===== src/rtl/bf_pkg.sv =====
// Shared Brainfuck definitions: opcodes, source characters,
// loader states and loader error codes.
package bf_pkg;

  typedef enum logic [2:0] {
    OP_INC   = 3'd0,
    OP_DEC   = 3'd1,
    OP_RIGHT = 3'd2,
    OP_LEFT  = 3'd3,
    OP_JZ    = 3'd4,
    OP_JNZ   = 3'd5,
    OP_OUT   = 3'd6,
    OP_IN    = 3'd7
  } opcode_e;

  localparam logic [7:0] CH_PLUS  = 8'h2B;
  localparam logic [7:0] CH_MINUS = 8'h2D;
  localparam logic [7:0] CH_GT    = 8'h3E;
  localparam logic [7:0] CH_LT    = 8'h3C;
  localparam logic [7:0] CH_LBR   = 8'h5B;
  localparam logic [7:0] CH_RBR   = 8'h5D;
  localparam logic [7:0] CH_DOT   = 8'h2E;
  localparam logic [7:0] CH_COMMA = 8'h2C;

  typedef enum logic [1:0] {
    S_IDLE,
    S_LOAD,
    S_DONE,
    S_ERROR
  } ld_state_e;

  localparam logic [1:0] ERR_NONE      = 2'd0;
  localparam logic [1:0] ERR_UNMATCHED = 2'd1;
  localparam logic [1:0] ERR_OVERFLOW  = 2'd2;
  localparam logic [1:0] ERR_UNCLOSED  = 2'd3;

  typedef struct packed {
    logic    legal;
    opcode_e op;
  } enc_t;

endpackage


===== src/rtl/bf_program_loader_if.sv =====
// Character stream handshake between a program source
// and the loader.
interface bf_program_loader_if;
  logic       char_valid_in;
  logic [7:0] char_in;
  logic       char_last_in;
  logic       char_ready_out;

  modport master (
    output char_valid_in,
    output char_in,
    output char_last_in,
    input  char_ready_out
  );

  modport slave (
    input  char_valid_in,
    input  char_in,
    input  char_last_in,
    output char_ready_out
  );
endinterface


===== src/rtl/bf_opcode_encoder.sv =====
// Combinational ASCII to opcode map; any other byte
// is a comment and comes out with legal=0.
module bf_opcode_encoder
  import bf_pkg::*;
(
  input  logic [7:0] i_char,
  output enc_t       o_enc
);

  always_comb begin
    o_enc.legal = 1'b1;
    o_enc.op    = OP_INC;
    unique case (1'b1)
      (i_char == CH_PLUS):  o_enc.op = OP_INC;
      (i_char == CH_MINUS): o_enc.op = OP_DEC;
      (i_char == CH_GT):    o_enc.op = OP_RIGHT;
      (i_char == CH_LT):    o_enc.op = OP_LEFT;
      (i_char == CH_LBR):   o_enc.op = OP_JZ;
      (i_char == CH_RBR):   o_enc.op = OP_JNZ;
      (i_char == CH_DOT):   o_enc.op = OP_OUT;
      (i_char == CH_COMMA): o_enc.op = OP_IN;
      default:              o_enc.legal = 1'b0;
    endcase
  end

endmodule


===== src/rtl/bf_program_loader.sv =====
// Streams ASCII Brainfuck source into instruction memory,
// tracking bracket balance and program length.
module bf_program_loader
  import bf_pkg::*;
#(
  parameter int WIDTH_ADDR = 16,
  parameter int MAX_LEN    = 65535
) (
  input  logic                  clk_in,
  input  logic                  reset_in,
  input  logic                  start_in,
  bf_program_loader_if.slave    s_if,
  output logic                  mem_write_out,
  output logic [WIDTH_ADDR-1:0] mem_addr_out,
  output logic [2:0]            mem_data_out,
  output logic [WIDTH_ADDR-1:0] prog_len_out,
  output logic                  busy_out,
  output logic                  done_out,
  output logic                  error_out,
  output logic [1:0]            err_code_out
);

  localparam logic [WIDTH_ADDR-1:0] LP_MAX =
    WIDTH_ADDR'(MAX_LEN);

  ld_state_e             r_state, w_state_nx;
  logic [WIDTH_ADDR-1:0] r_count, w_count_nx;
  logic [WIDTH_ADDR-1:0] r_depth, w_depth_nx;
  logic [1:0]            r_err, w_err_nx;
  logic                  r_wr, w_wr_nx;
  logic [WIDTH_ADDR-1:0] r_addr, w_addr_nx;
  logic [2:0]            r_data, w_data_nx;
  logic                  w_accept;
  enc_t                  w_enc;

  bf_opcode_encoder u_enc (
    .i_char (s_if.char_in),
    .o_enc  (w_enc)
  );

  assign w_accept = s_if.char_valid_in
                  && (r_state == S_LOAD);

  always_comb begin
    w_state_nx = r_state;
    w_count_nx = r_count;
    w_depth_nx = r_depth;
    w_err_nx   = r_err;
    w_wr_nx    = 1'b0;
    w_addr_nx  = r_addr;
    w_data_nx  = r_data;
    unique case (r_state)
      S_LOAD: begin
        if (w_accept) begin
          // Errors win over the end-of-program check.
          if (w_enc.legal && w_enc.op == OP_JNZ
              && r_depth == '0) begin
            w_state_nx = S_ERROR;
            w_err_nx   = ERR_UNMATCHED;
          end else if (w_enc.legal
                       && r_count == LP_MAX) begin
            w_state_nx = S_ERROR;
            w_err_nx   = ERR_OVERFLOW;
          end else begin
            if (w_enc.legal) begin
              w_wr_nx    = 1'b1;
              w_addr_nx  = r_count;
              w_data_nx  = w_enc.op;
              w_count_nx = r_count + 1'b1;
              if (w_enc.op == OP_JZ)
                w_depth_nx = r_depth + 1'b1;
              else if (w_enc.op == OP_JNZ)
                w_depth_nx = r_depth - 1'b1;
            end
            if (s_if.char_last_in) begin
              if (w_depth_nx == '0) begin
                w_state_nx = S_DONE;
              end else begin
                w_state_nx = S_ERROR;
                w_err_nx   = ERR_UNCLOSED;
              end
            end
          end
        end
      end
      default: begin
        if (start_in) begin
          w_state_nx = S_LOAD;
          w_count_nx = '0;
          w_depth_nx = '0;
          w_err_nx   = ERR_NONE;
        end
      end
    endcase
  end

  always_ff @(posedge clk_in) begin
    if (reset_in) begin
      r_state <= S_IDLE;
      r_count <= '0;
      r_depth <= '0;
      r_err   <= ERR_NONE;
      r_wr    <= 1'b0;
      r_addr  <= '0;
      r_data  <= '0;
    end else begin
      r_state <= w_state_nx;
      r_count <= w_count_nx;
      r_depth <= w_depth_nx;
      r_err   <= w_err_nx;
      r_wr    <= w_wr_nx;
      r_addr  <= w_addr_nx;
      r_data  <= w_data_nx;
    end
  end

  assign s_if.char_ready_out = (r_state == S_LOAD);
  assign mem_write_out = r_wr;
  assign mem_addr_out  = r_addr;
  assign mem_data_out  = r_data;
  assign prog_len_out  = r_count;
  assign busy_out      = (r_state == S_LOAD);
  assign done_out      = (r_state == S_DONE);
  assign error_out     = (r_state == S_ERROR);
  assign err_code_out  = r_err;

endmodule

===== src/flat_wrapper.sv =====
// flat-port wrapper written by rule: the top's interface ports become plain ports
module bf_program_loader_flat import bf_pkg::*;
#(
  parameter int WIDTH_ADDR = 16,
  parameter int MAX_LEN    = 65535
)
  (clk_in, reset_in, start_in, mem_write_out, mem_addr_out, mem_data_out, prog_len_out, busy_out, done_out, error_out, err_code_out, s_if_char_valid_in, s_if_char_in, s_if_char_last_in, s_if_char_ready_out);
  bf_program_loader_if s_if_i ();
  input  logic clk_in;
  input  logic reset_in;
  input  logic start_in;
  output logic mem_write_out;
  output logic [WIDTH_ADDR-1:0] mem_addr_out;
  output logic [2:0] mem_data_out;
  output logic [WIDTH_ADDR-1:0] prog_len_out;
  output logic busy_out;
  output logic done_out;
  output logic error_out;
  output logic [1:0] err_code_out;
  input wire logic [$bits(s_if_i.char_valid_in)-1:0] s_if_char_valid_in;
  input wire logic [$bits(s_if_i.char_in)-1:0] s_if_char_in;
  input wire logic [$bits(s_if_i.char_last_in)-1:0] s_if_char_last_in;
  output wire logic [$bits(s_if_i.char_ready_out)-1:0] s_if_char_ready_out;
  assign s_if_i.char_valid_in = s_if_char_valid_in;
  assign s_if_i.char_in = s_if_char_in;
  assign s_if_i.char_last_in = s_if_char_last_in;
  assign s_if_char_ready_out = s_if_i.char_ready_out;
  bf_program_loader #(.WIDTH_ADDR(WIDTH_ADDR), .MAX_LEN(MAX_LEN)) u_core (.clk_in(clk_in), .reset_in(reset_in), .start_in(start_in), .s_if(s_if_i), .mem_write_out(mem_write_out), .mem_addr_out(mem_addr_out), .mem_data_out(mem_data_out), .prog_len_out(prog_len_out), .busy_out(busy_out), .done_out(done_out), .error_out(error_out), .err_code_out(err_code_out));
endmodule

===== config.mk =====
export PLATFORM = sky130hd
export DESIGN_NAME = bf_program_loader_flat
export DESIGN_NICKNAME = d
export VERILOG_FILES = /design/src/rtl/bf_pkg.sv /design/src/rtl/bf_program_loader_if.sv /design/src/rtl/bf_opcode_encoder.sv /design/src/rtl/bf_program_loader.sv /design/src/flat_wrapper.sv
export SDC_FILE = /design/constraint.sdc
export NUM_CORES = 1
export LEC_CHECK = 0
export BUFFER_PORTS_ARGS = -buffer_cell sky130_fd_sc_hd__buf_4
export CAP_MARGIN = 20
export CORE_ASPECT_RATIO = 0.9
export CORE_UTILIZATION = 55
export DETAILED_ROUTE_END_ITERATION = 6
export GPL_TIMING_DRIVEN = 0
export MAX_ROUTING_LAYER = met4
export PLACE_DENSITY = 0.78
export SLEW_MARGIN = 25
export SYNTH_ARGS = -nofsm -noshare
export SYNTH_HDL_FRONTEND = slang
export SYNTH_SLANG_ARGS = --single-unit

===== constraint.sdc =====
create_clock -name clk_in -period 5.8 [get_ports clk_in]
set_clock_uncertainty 0.2 [all_clocks]
set_input_delay 1.16 -clock clk_in [delete_from_list [all_inputs] [get_ports clk_in]]
set_output_delay 1.16 -clock clk_in [all_outputs]
set_load 0.1 [all_outputs]

==> impl_metrics.ini, run 1 <==
[run_status]
status = finished, violations left
violations = DRC

[drt]
met3_wirelength_um = 854
antenna_violating_nets_left = 0
routed_wire_length_per_instance_um = 17.4
routed-via-count = 3488
drt_wl_total_mm = 9.62
vias_per_cell = 6.30
first_pass_iters = 7
remaining_drc_errors = 3
detail_route.iter0.violations = 275
routedLengthMet1_mm = 4.41
top_signal_layer_used = met4
met2_length_mm = 4.22

[cts]
tritoncts_num_sinks = 56
clock_tree.buffer_depth = 2
post_cts_resized = 0
insertion_delay_ns = 0.31
cts_hold_buffers = 0
ctsRootBufferMaster = sky130_fd_sc_hd__clkbuf_8
tritoncts.num_buffers = 5
cts_htree_levels = 2
cts_setup_buffers = 0
cts_tree = done
clk_transition_reported_paths_ns = 0.10

[synth]
synth_cell_type_count = 64
postSynthNetCount = 441
synth-warning-count = 0
yosys_register_bits = 56
post_synth.cell_area_avg_um2 = 8.02
post_synth_design_cell_area_mm2 = 0.00340
netlist.top_cell.by_area = sky130_fd_sc_hd__dfxtp_1
synth_sequential_area_ratio = 0.330
synth_top_flop_cell = sky130_fd_sc_hd__dfxtp_1
synth_enable_flop_cells = 0
synth_top_area_share = 0.330
postSynth.asyncResetShare = 0
synth_cells = 424
synth.top_cells.by_area = sky130_fd_sc_hd__dfxtp_1, sky130_fd_sc_hd__nor2_1, sky130_fd_sc_hd__mux2i_1

[layout]
layout_commonest_cell = sky130_fd_sc_hd__nor2_1
area_delta_synth_final_pct = 16.7
most-common-layout-cells = sky130_fd_sc_hd__nor2_1, sky130_fd_sc_hd__dfxtp_1, sky130_fd_sc_hd__buf_4, sky130_fd_sc_hd__nand2_1, sky130_fd_sc_hd__a21oi_1
multiInputGateArea_mm2 = 0.00211
design.final.nets = 501
final_non_filler_cell_area_mm2 = 0.00397
drive_above_1_share = 0.176
antenna_cells = 0
ff_latch_area_mm2 = 0.00112
fin_util = 0.682
fill_cells = 488

[sta]
final_critical_path_setup_slack_ns = 1.72
setup-violations-final = 0
finalHoldViolCount = 0
period_share = 0.703
post-route-min-period_ns = 4.08
max_freq_ghz = 0.245
worst_slew_pin_slew_ns = 0.627
rsz0062_at_grt = false
worst_slew_margin_rel = 0.578
report.final.slew_viol_count = 0
hold_ws_ns = 0.297
fin_setup_tns_ns = 0

[die]
die_height_um = 76.6
initial_core_utilization = 0.584
placeableCoreArea_mm2 = 0.00582
ios = 55
die_width_um = 84.9
design.die.area_mm2 = 0.00650
floorplan.rows = 26

[placed_design]
detailedPlace.worstSlack_ns = 1.51
buffer_ports.inserted = 53
finalWeightedCongestion = 0.977
placed_cell_area_mm2 = 0.00389
dp_hpwl_mm = 7.28

[global_routing]
grt_antenna_before_repair = 0
grtUsageTotal = 0.314
globalRoute.totalOverflow = 0
grt_start_max_net_pins = 17
grt_pass1_vias = 3144
grt_first_pass_wirelength_mm = 15.8

[worst_setup_path]
cp_num_buf_inv = 4
crit_path_depth = 12
cp_data_required_time_ns = 5.85
r2r_cells = 10
timing.critical_path.to_type = flop
crit_path_max_fanout = 10
path_class = in2reg
crit_path_cell_trace = buf_4 > and4bb_1 > buf_2 > and4_1 > clkbuf_1 > clkbuf_1 > o211ai_1 > o21ai_1 > nand4_1 > a2111oi_4 > or2_1 > o2bb2ai_1
delay_of_the_slowest_cell_on_the_worst_path_ns = 0.48
crit_path_frequent_cell = sky130_fd_sc_hd__clkbuf_1
critical_path.slowest_cell = sky130_fd_sc_hd__a2111oi_4
setup.worst_path.start_class = input pin
crit_family = buffers and inverters
cp.arrival_ns = 4.13

[hold_path]
hold_path_class = reg2reg
min_delay_path_depth = 2

[power_and_ir_drop]
pwr_density_cell_mw_per_mm2 = 192
leakage_power_figure_nw = 1.51
worst_ir_drop_vdd_v = 0.000128

[job]
cap_violations = 0
[cell families (layout without fill, tap and decap cells)]
kind of cell	count (synthesis)	after routing	share of synthesized area
and+or+nand+nor	198	198	0.318
AOI/OAI and AO/OA	88	88	0.180
DFF	56	56	0.330
buffers and inverters	39	99	0.0504
muxes	20	20	0.0588
xor gates and xnor gates	19	19	0.0489
adders and majority gates	4	4	0.0147
[final cells by class]
cell class | count | area share
Multi-Input combinational cell | 329 | 0.532
Sequential cell | 56 | 0.282
Timing Repair Buffer | 53 | 0.100
Buffer | 27 | 0.0318
Tap cell | 70 | 0.0221
Clock buffer | 5 | 0.0173
Inverter | 12 | 0.0113
Clock inverter | 2 | 0.00315
[layer usage]
metal | global-route usage | vias to the layer above
li1 | - | 1664
met5 | - | -
met4 | 0.0763 | 0
met3 | 0.0607 | 17
met2 | 0.450 | 152
met1 | 0.455 | 1655
[registers in the layout, indices dropped and copies added, names as in the netlist]
| name | cells |
|---|---|
| u_core.err_code_out | 2 |
| u_core.mem_addr_out | 16 |
| u_core.prog_len_out | 16 |
| u_core.mem_data_out | 3 |
| u_core.r_depth | 16 |
| u_core.mem_write_out | 1 |
| u_core.r_state | 2 |
[tightest hold or removal path, delay by kind of cell, from the launching register on]
kind	cells	cell delay, ns
AO/OA/AOI/OAI	2	0.13
flip-flops	1	0.32
[through the flow]
step	std cells	power, mW
after floorplan	424	0.520
after global placement	547	0.557
after detailed placement	547	0.561
after CTS	554	0.762
after global routing	554	0.791
final	554	0.763
[synthesized netlist by cell type, drive strengths merged, types with 2 or more instances]
cell,n
o21ai,24
xor2,10
clkbuf,13
or3,9
a211oi,4
nor3,13
a2111oi,4
and3,8
nand4,12
a32oi,2
nor2,71
nand4b,3
a21oi,23
nor2b,5
nand4bb,2
nand2b,3
or2,3
and4,4
and4bb,2
xnor2,9
a211o,3
ha,4
mux2i,20
nor4,10
a22oi,2
and4b,3
o2111ai,4
nand3,11
inv,12
o21a,3
o211ai,3
and2,6
buf,14
a31oi,7
or4,4
nand3b,2
dfxtp,56
nand2,24
[path summary, 6_finish.rpt]
check             slack (ns)                   start                      to
hold / removal          0.30  u_core.err_code_out[1]  u_core.err_code_out[1]
setup / recovery        1.72         s_if_char_in[7]  u_core.err_code_out[0]
hold reg to reg         0.30  u_core.err_code_out[1]  u_core.err_code_out[1]
setup reg to reg        2.26       u_core.r_depth[3]  u_core.err_code_out[0]
[where the power goes]
part	switching [mW]	internal [mW]	total, mW
logic	0.118	0.0422	0.161
clock network	0.127	0.0822	0.209
registers	0.00405	0.390	0.394
Note: power is estimated with default switching activity, not from simulation.
==> run 2, diff against run 1 <==
--- a/config.mk
+++ b/config.mk
@@ -5,6 +5,7 @@
 export SDC_FILE = /design/constraint.sdc
 export NUM_CORES = 1
 export LEC_CHECK = 0
+export ABC_AREA = 1
 export BUFFER_PORTS_ARGS = -buffer_cell sky130_fd_sc_hd__buf_4
 export CAP_MARGIN = 20
 export CORE_ASPECT_RATIO = 0.9
@@ -12,7 +13,7 @@
 export DETAILED_ROUTE_END_ITERATION = 6
 export GPL_TIMING_DRIVEN = 0
 export MAX_ROUTING_LAYER = met4
-export PLACE_DENSITY = 0.78
+export PLACE_DENSITY = 0.77
 export SLEW_MARGIN = 25
 export SYNTH_ARGS = -nofsm -noshare
 export SYNTH_HDL_FRONTEND = slang
==> constraint.sdc (replaced) <==
create_clock -name clk_in -period 3.8 [get_ports clk_in]
set_clock_uncertainty 0.2 [all_clocks]
set_input_delay 0.76 -clock clk_in [delete_from_list [all_inputs] [get_ports clk_in]]
set_output_delay 0.76 -clock clk_in [all_outputs]
set_load 0.1 [all_outputs]
==> run 2 against run 1 <==
- the flow now finishes without violations
- clock-buffer cell count unchanged
- via count is 17% higher
- area after synthesis up 14%
- global-route usage fell by 0.10 points
- hold slack worse by 0.0053 ns
- register-to-register slack worse by 1.1 ns
- synthesized cell count increased by 42%
- flip-flop and latch count is the same
- first-iteration DRC count is 1.8% lower
- sequential power up 53%
- setup slack got worse by 0.70 ns
- largest power group unchanged
- highest routed layer unchanged
==> impl_metrics.ini, run 2 <==
[drt]
antenna_violating_nets_left = 0
detail_route.iter0.violations = 270
remaining_drc_errors = 0
routed_wire_length_per_instance_um = 14.5
routed-via-count = 4075
first_pass_iters = 5
drt_wl_total_mm = 10.9
vias_per_cell = 5.43

[synth]
synth.top_cells.by_area = sky130_fd_sc_hd__dfxtp_1, sky130_fd_sc_hd__nand2_1, sky130_fd_sc_hd__nor2_1
synth_sequential_area_ratio = 0.290
netlist.top_cell.by_area = sky130_fd_sc_hd__dfxtp_1
synth_top_area_share = 0.290
synth-warning-count = 0
synthTopCellsByCount = sky130_fd_sc_hd__nand2_1, sky130_fd_sc_hd__nor2_1, sky130_fd_sc_hd__dfxtp_1, sky130_fd_sc_hd__inv_1, sky130_fd_sc_hd__a21oi_1
postSynth.asyncResetShare = 0
post_synth.cell_area_avg_um2 = 6.45
postSynthNetCount = 617
synth_cells = 600
synth_top_flop_cell = sky130_fd_sc_hd__dfxtp_1
yosys.cell_count.top_type = sky130_fd_sc_hd__nand2_1
post_synth_design_cell_area_mm2 = 0.00387
synth_enable_flop_cells = 0
synth_cell_type_count = 43
yosys_register_bits = 56

[layout]
antenna_cells = 0
multiInputGateArea_mm2 = 0.00235
fin_cells = 751
fin_util = 0.668
drive_above_1_share = 0.200
ff_latch_area_mm2 = 0.00112
area_delta_synth_final_pct = 15.5
layout_commonest_cell = sky130_fd_sc_hd__nand2_1
most-common-layout-cells = sky130_fd_sc_hd__nand2_1, sky130_fd_sc_hd__nor2_1, sky130_fd_sc_hd__buf_4, sky130_fd_sc_hd__dfxtp_1, sky130_fd_sc_hd__inv_1
fill_cells = 616
design.final.nets = 677

[power_and_ir_drop]
pwr_density_cell_mw_per_mm2 = 270
worst_ir_drop_vdd_v = 0.000179
p_switching_mw = 0.420
finalPower_mw = 1.21
swShare = 0.348
sequentialPowerShare = 0.499
leakage_power_figure_nw = 2.04
internal_power_mw = 0.785
combinationalPowerShare = 0.213
p_clk_frac = 0.287

[worst_setup_path]
setup.worst_path.start_class = input pin
r2r_slack_ns = 1.20
cp_data_required_time_ns = 3.85
timing.critical_path.to_type = flop
cp.arrival_ns = 2.83
cp_num_buf_inv = 4
path_class = in2reg
r2r_cells = 16
crit_path_max_fanout = 10
critical_path.slowest_cell = sky130_fd_sc_hd__a21boi_1
crit_family = simple AND/OR/NAND/NOR gates
r2r-start = u_core.r_depth[5]
regToRegEndpoint = u_core.err_code_out[0]
crit_path_cell_trace = buf_4 > inv_1 > nand2_1 > nor2_4 > nand2_4 > inv_1 > buf_6 > o21ai_0 > a21boi_1 > nand3_1 > nor2_1 > nand2_1 > nand2_2 > nand2_1 > a21oi_2
crit_path_frequent_cell = sky130_fd_sc_hd__nand2_1
delay_of_the_slowest_cell_on_the_worst_path_ns = 0.32

[cts]
tritoncts_num_sinks = 56
clk_transition_reported_paths_ns = 0.10
tritoncts.num_buffers = 5
cts_tree = done
cts_hold_buffers = 0
clock_tree.buffer_depth = 2
post_cts_resized = 0
ctsRootBufferMaster = sky130_fd_sc_hd__clkbuf_8
cts_setup_buffers = 0
insertion_delay_ns = 0.33
cts_htree_levels = 2

[sta]
rsz0062_at_grt = false
max_freq_ghz = 0.360
period_share = 0.732
fin_setup_tns_ns = 0
post-route-min-period_ns = 2.78
worst_slew_margin_rel = 0.559
finalHoldViolCount = 0
setup-violations-final = 0
worst_slew_pin_slew_ns = 0.661
report.final.slew_viol_count = 0

[global_routing]
grt_first_pass_wirelength_mm = 17.7
grt_antenna_before_repair = 0
grt_start_max_net_pins = 19
grtUsageTotal = 0.313
grt_pass1_vias = 3547
globalRoute.totalOverflow = 0

[hold_path]
hold_end = u_core.err_code_out[0]
min_delay_path_depth = 2
min-delay-start = u_core.err_code_out[0]
hold_path_class = reg2reg

[placed_design]
buffer_ports.inserted = 53
dpl.cell_count = 743
dp_hpwl_mm = 8.49
finalWeightedCongestion = 0.960

[die]
initial_core_utilization = 0.578
die_width_um = 90.4
ios = 55
die_height_um = 81.6
placeableCoreArea_mm2 = 0.00669
floorplan.rows = 28
design.die.area_mm2 = 0.00737

[job]
cap_violations = 0

[run_status]
status = finished clean
## run 2: cells by family (layout without fill, tap and decap cells)
group           after synthesis  in the layout  synth area share
compound gates               99             99             0.137
buf+inv                      86            147             0.101
fa+ha+maj                     4              4            0.0129
simple gates                342            342             0.430
flops                        56             56             0.290
xor+xnor                     13             13            0.0294
## run 2: how the worst max path moves through the flow
stage                                   to  depth (start not counted)              startpoint  slack [ns]
finish              u_core.err_code_out[0]                         15         s_if_char_in[5]        1.02
global route        u_core.err_code_out[0]                         15         s_if_char_in[5]        0.92
CTS                 u_core.err_code_out[0]                         15         s_if_char_in[5]        1.12
detailed placement  u_core.err_code_out[0]                         15         s_if_char_in[5]        0.81
global placement    u_core.err_code_out[1]                         15         s_if_char_in[5]        0.81
floorplan           u_core.prog_len_out[9]                         16  u_core.prog_len_out[0]        0.95
## run 2: cell type report
type / count / area share
Buffer: 22 / 0.0311
Clock buffer: 5 / 0.0154
Clock inverter: 3 / 0.00476
Inverter: 64 / 0.0566
Multi-Input combinational cell: 458 / 0.527
Sequential cell: 56 / 0.251
Tap cell: 90 / 0.0252
Timing Repair Buffer: 53 / 0.0891
## run 2: stage by stage
| step | hold WS, ns | setup WS (ns) | cell area, µm² |
|---|---|---|---|
| after floorplan | 0.253 | 0.955 | 3870 |
| after global placement | 0.266 | 0.814 | 4380 |
| after detailed placement | 0.274 | 0.805 | 4380 |
| after CTS | 0.288 | 1.12 | 4470 |
| after global routing | 0.323 | 0.922 | 4470 |
| final | 0.292 | 1.02 | 4470 |
## run 2: metal layers
layer | track usage | wire length [µm] | part of all wire
met1 | 0.460 | 5560 | 0.51
met3 | 0.0370 | 717 | 0.066
met4 | 0.0613 | 61 | 0.0056
met5 | - | 0 | 0
met2 | 0.463 | 4550 | 0.42
## run 2: worst register-to-register path, stage by stage (launching register included)
cell,delay (ns)
sky130_fd_sc_hd__dfxtp_1,0.31
sky130_fd_sc_hd__buf_4,0.16
sky130_fd_sc_hd__nor2_2,0.18
sky130_fd_sc_hd__nand2_1,0.19
sky130_fd_sc_hd__nor2_1,0.18
sky130_fd_sc_hd__nand2_1,0.06
sky130_fd_sc_hd__nand2_1,0.05
sky130_fd_sc_hd__nand2_1,0.04
sky130_fd_sc_hd__nand2_1,0.04
sky130_fd_sc_hd__o21ai_0,0.07
sky130_fd_sc_hd__a21boi_1,0.32
sky130_fd_sc_hd__nand3_1,0.13
sky130_fd_sc_hd__nor2_1,0.17
sky130_fd_sc_hd__nand2_1,0.14
sky130_fd_sc_hd__nand2_2,0.10
sky130_fd_sc_hd__nand2_1,0.07
sky130_fd_sc_hd__a21oi_2,0.11
## run 2: power groups by stage
stage	combinational, mW	sequential (mW)	clock (mW)
6_report	0.257	0.602	0.347
4_1_cts	0.255	0.602	0.347
5_1_grt	0.273	0.603	0.365
3_3_place_gp	0.250	0.615	0
2_1_floorplan	0.157	0.647	0
3_5_place_dp	0.254	0.615	0
==> run 3, diff against run 2 <==
--- a/config.mk
+++ b/config.mk
@@ -9,11 +9,11 @@
 export BUFFER_PORTS_ARGS = -buffer_cell sky130_fd_sc_hd__buf_4
 export CAP_MARGIN = 20
 export CORE_ASPECT_RATIO = 0.9
-export CORE_UTILIZATION = 55
+export CORE_UTILIZATION = 52
 export DETAILED_ROUTE_END_ITERATION = 6
 export GPL_TIMING_DRIVEN = 0
 export MAX_ROUTING_LAYER = met4
-export PLACE_DENSITY = 0.77
+export PLACE_DENSITY = 0.76
 export SLEW_MARGIN = 25
 export SYNTH_ARGS = -nofsm -noshare
 export SYNTH_HDL_FRONTEND = slang
==> constraint.sdc (replaced) <==
create_clock -name clk_in -period 2.3 [get_ports clk_in]
set_clock_uncertainty 0.2 [all_clocks]
set_input_delay 0.46 -clock clk_in [delete_from_list [all_inputs] [get_ports clk_in]]
set_output_delay 0.46 -clock clk_in [all_outputs]
set_load 0.1 [all_outputs]
==> run 3 against run 2 <==
- global-route usage is 0.51 points lower
- sequential power increased by 63%
- clock-buffer cell count unchanged
- final cell count is 3.7% higher
- design area rose by 14%
- via count grew 5.5%
- critical path depth decreased by 1
- sequential share of layout area decreased by 1.9 points
- hold slack hardly changed
==> impl_metrics.ini, run 3 (same netlist as run 2, synthesis figures left out) <==
[cts]
tritoncts_num_sinks = 56
clock_tree.buffer_depth = 2
cts_htree_levels = 2
clk_transition_reported_paths_ns = 0.12
cts_tree = done
insertion_delay_ns = 0.32
cts_hold_buffers = 0
tritoncts.num_buffers = 5
ctsRootBufferMaster = sky130_fd_sc_hd__clkbuf_8

[job]
cap_violations = 0

[run_status]
status = finished clean

[layout]
fin_util = 0.713
design.final.nets = 702
antenna_cells = 0
final_non_filler_cell_area_mm2 = 0.00507
most-common-layout-cells = sky130_fd_sc_hd__nand2_1, sky130_fd_sc_hd__buf_4, sky130_fd_sc_hd__nor2_1, sky130_fd_sc_hd__inv_1, sky130_fd_sc_hd__a21oi_1
area_delta_synth_final_pct = 31.2
layout_commonest_cell = sky130_fd_sc_hd__nand2_1
drive_above_1_share = 0.335

[sta]
report.final.slew_viol_count = 0
final_critical_path_setup_slack_ns = 0.0126
post-route-min-period_ns = 2.29
rsz0062_at_grt = true
period_share = 0.995
finalHoldViolCount = 0
worst_slew_pin_slew_ns = 0.707
max_freq_ghz = 0.437
worst_slew_margin_rel = 0.529
setup-violations-final = 0
fin_setup_tns_ns = 0

[drt]
routed-via-count = 4299
routedLengthMet1_mm = 5.70
met3_wirelength_um = 941
drt_wl_total_mm = 11.9
met2_length_mm = 5.09
routed_wire_length_per_instance_um = 15.2
remaining_drc_errors = 0
first_pass_iters = 6
antenna_violating_nets_left = 0
detail_route.iter0.violations = 399
vias_per_cell = 5.52
top_signal_layer_used = met4

[worst_setup_path]
cp.arrival_ns = 2.35
path_class = reg2reg
r2r_cells = 14
setup.worst_path.start_class = flop
crit_path_max_fanout = 6
timing.critical_path.to_type = flop
cp_data_required_time_ns = 2.36

[die]
placeableCoreArea_mm2 = 0.00711
ios = 55
floorplan.rows = 29
die_width_um = 92.9
design.die.area_mm2 = 0.00779
die_height_um = 83.8
initial_core_utilization = 0.544

[power_and_ir_drop]
swShare = 0.352
worst_ir_drop_vdd_v = 0.000386
p_switching_mw = 0.716
internal_power_mw = 1.32
leakage_power_figure_nw = 2.35
finalPower_mw = 2.04
sequentialPowerShare = 0.482
p_clk_frac = 0.283
combinationalPowerShare = 0.235
pwr_density_cell_mw_per_mm2 = 402

[global_routing]
grt_antenna_before_repair = 0
globalRoute.totalOverflow = 0
grtUsageTotal = 0.308
grt_start_max_net_pins = 19
grt_pass1_vias = 3729
grt_first_pass_wirelength_mm = 18.6

[hold_path]
hold_path_class = reg2reg
min_delay_path_depth = 2

[placed_design]
buffer_ports.inserted = 53
placed_cell_area_mm2 = 0.00443
detailedPlace.worstSlack_ns = -0.440
finalWeightedCongestion = 0.990
dp_hpwl_mm = 8.82
## run 3: layout make-up
class	count	area (µm²)
Timing Repair Buffer	79	618
Clock buffer	5	68.8
Buffer	21	156
Tap cell	93	116
Inverter	64	285
Sequential cell	56	1170
Fill cell	587	2040
Multi-Input combinational cell	458	2630
Clock inverter	3	22.5
## run 3: per-stage QoR
stage,cells,hold WS (ns)
3_3_place_gp,746,0.259
3_5_place_dp,746,0.271
2_1_floorplan,600,0.253
5_1_grt,779,0.315
4_1_cts,757,0.294
6_report,779,0.292
## run 3: what timing repair did
item,CTS,global route
buffers inserted,4,22
pin swaps,9,35
setup endpoints to repair,27,47
gates resized for setup,22,82
hold endpoints to repair,0,0
## run 3: path summary, 6_finish.rpt
check                                       startpoint                     end  slack [ns]
worst max-delay path                 u_core.r_depth[1]  u_core.err_code_out[0]        0.01
worst min-delay path            u_core.err_code_out[1]  u_core.err_code_out[1]        0.29
worst max register to register       u_core.r_depth[1]  u_core.err_code_out[0]        0.01
worst min register to register  u_core.err_code_out[1]  u_core.err_code_out[1]        0.29
## run 3: layer usage
layer / vias up / global-route usage
met5: - / -
met1: 2001 / 0.472
met4: 0 / 0.0531
met3: 12 / 0.0601
li1: 2111 / -
met2: 175 / 0.420
## run 3: worst max-delay path, stage by stage, from the launching register on
cell	delay, ns
sky130_fd_sc_hd__dfxtp_4	0.43
sky130_fd_sc_hd__inv_4	0.05
sky130_fd_sc_hd__ha_4	0.16
sky130_fd_sc_hd__nand2_4	0.09
sky130_fd_sc_hd__xor2_1	0.19
sky130_fd_sc_hd__o21ai_0	0.15
sky130_fd_sc_hd__nand2_1	0.08
sky130_fd_sc_hd__o21ai_1	0.09
sky130_fd_sc_hd__nor2_2	0.18
sky130_fd_sc_hd__nand3_2	0.11
sky130_fd_sc_hd__nor2_2	0.15
sky130_fd_sc_hd__nand2_2	0.09
sky130_fd_sc_hd__nand2_2	0.09
sky130_fd_sc_hd__nand2_1	0.07
sky130_fd_sc_hd__a21oi_2	0.10
## run 3: power by group through the flow
stage	Clock [mW]	Combinational [mW]	Sequential (mW)
6_report	0.576	0.479	0.982
5_1_grt	0.616	0.502	0.984
4_1_cts	0.589	0.420	0.981
3_5_place_dp	0	0.420	1.01
3_3_place_gp	0	0.416	1.00
2_1_floorplan	0	0.260	1.06
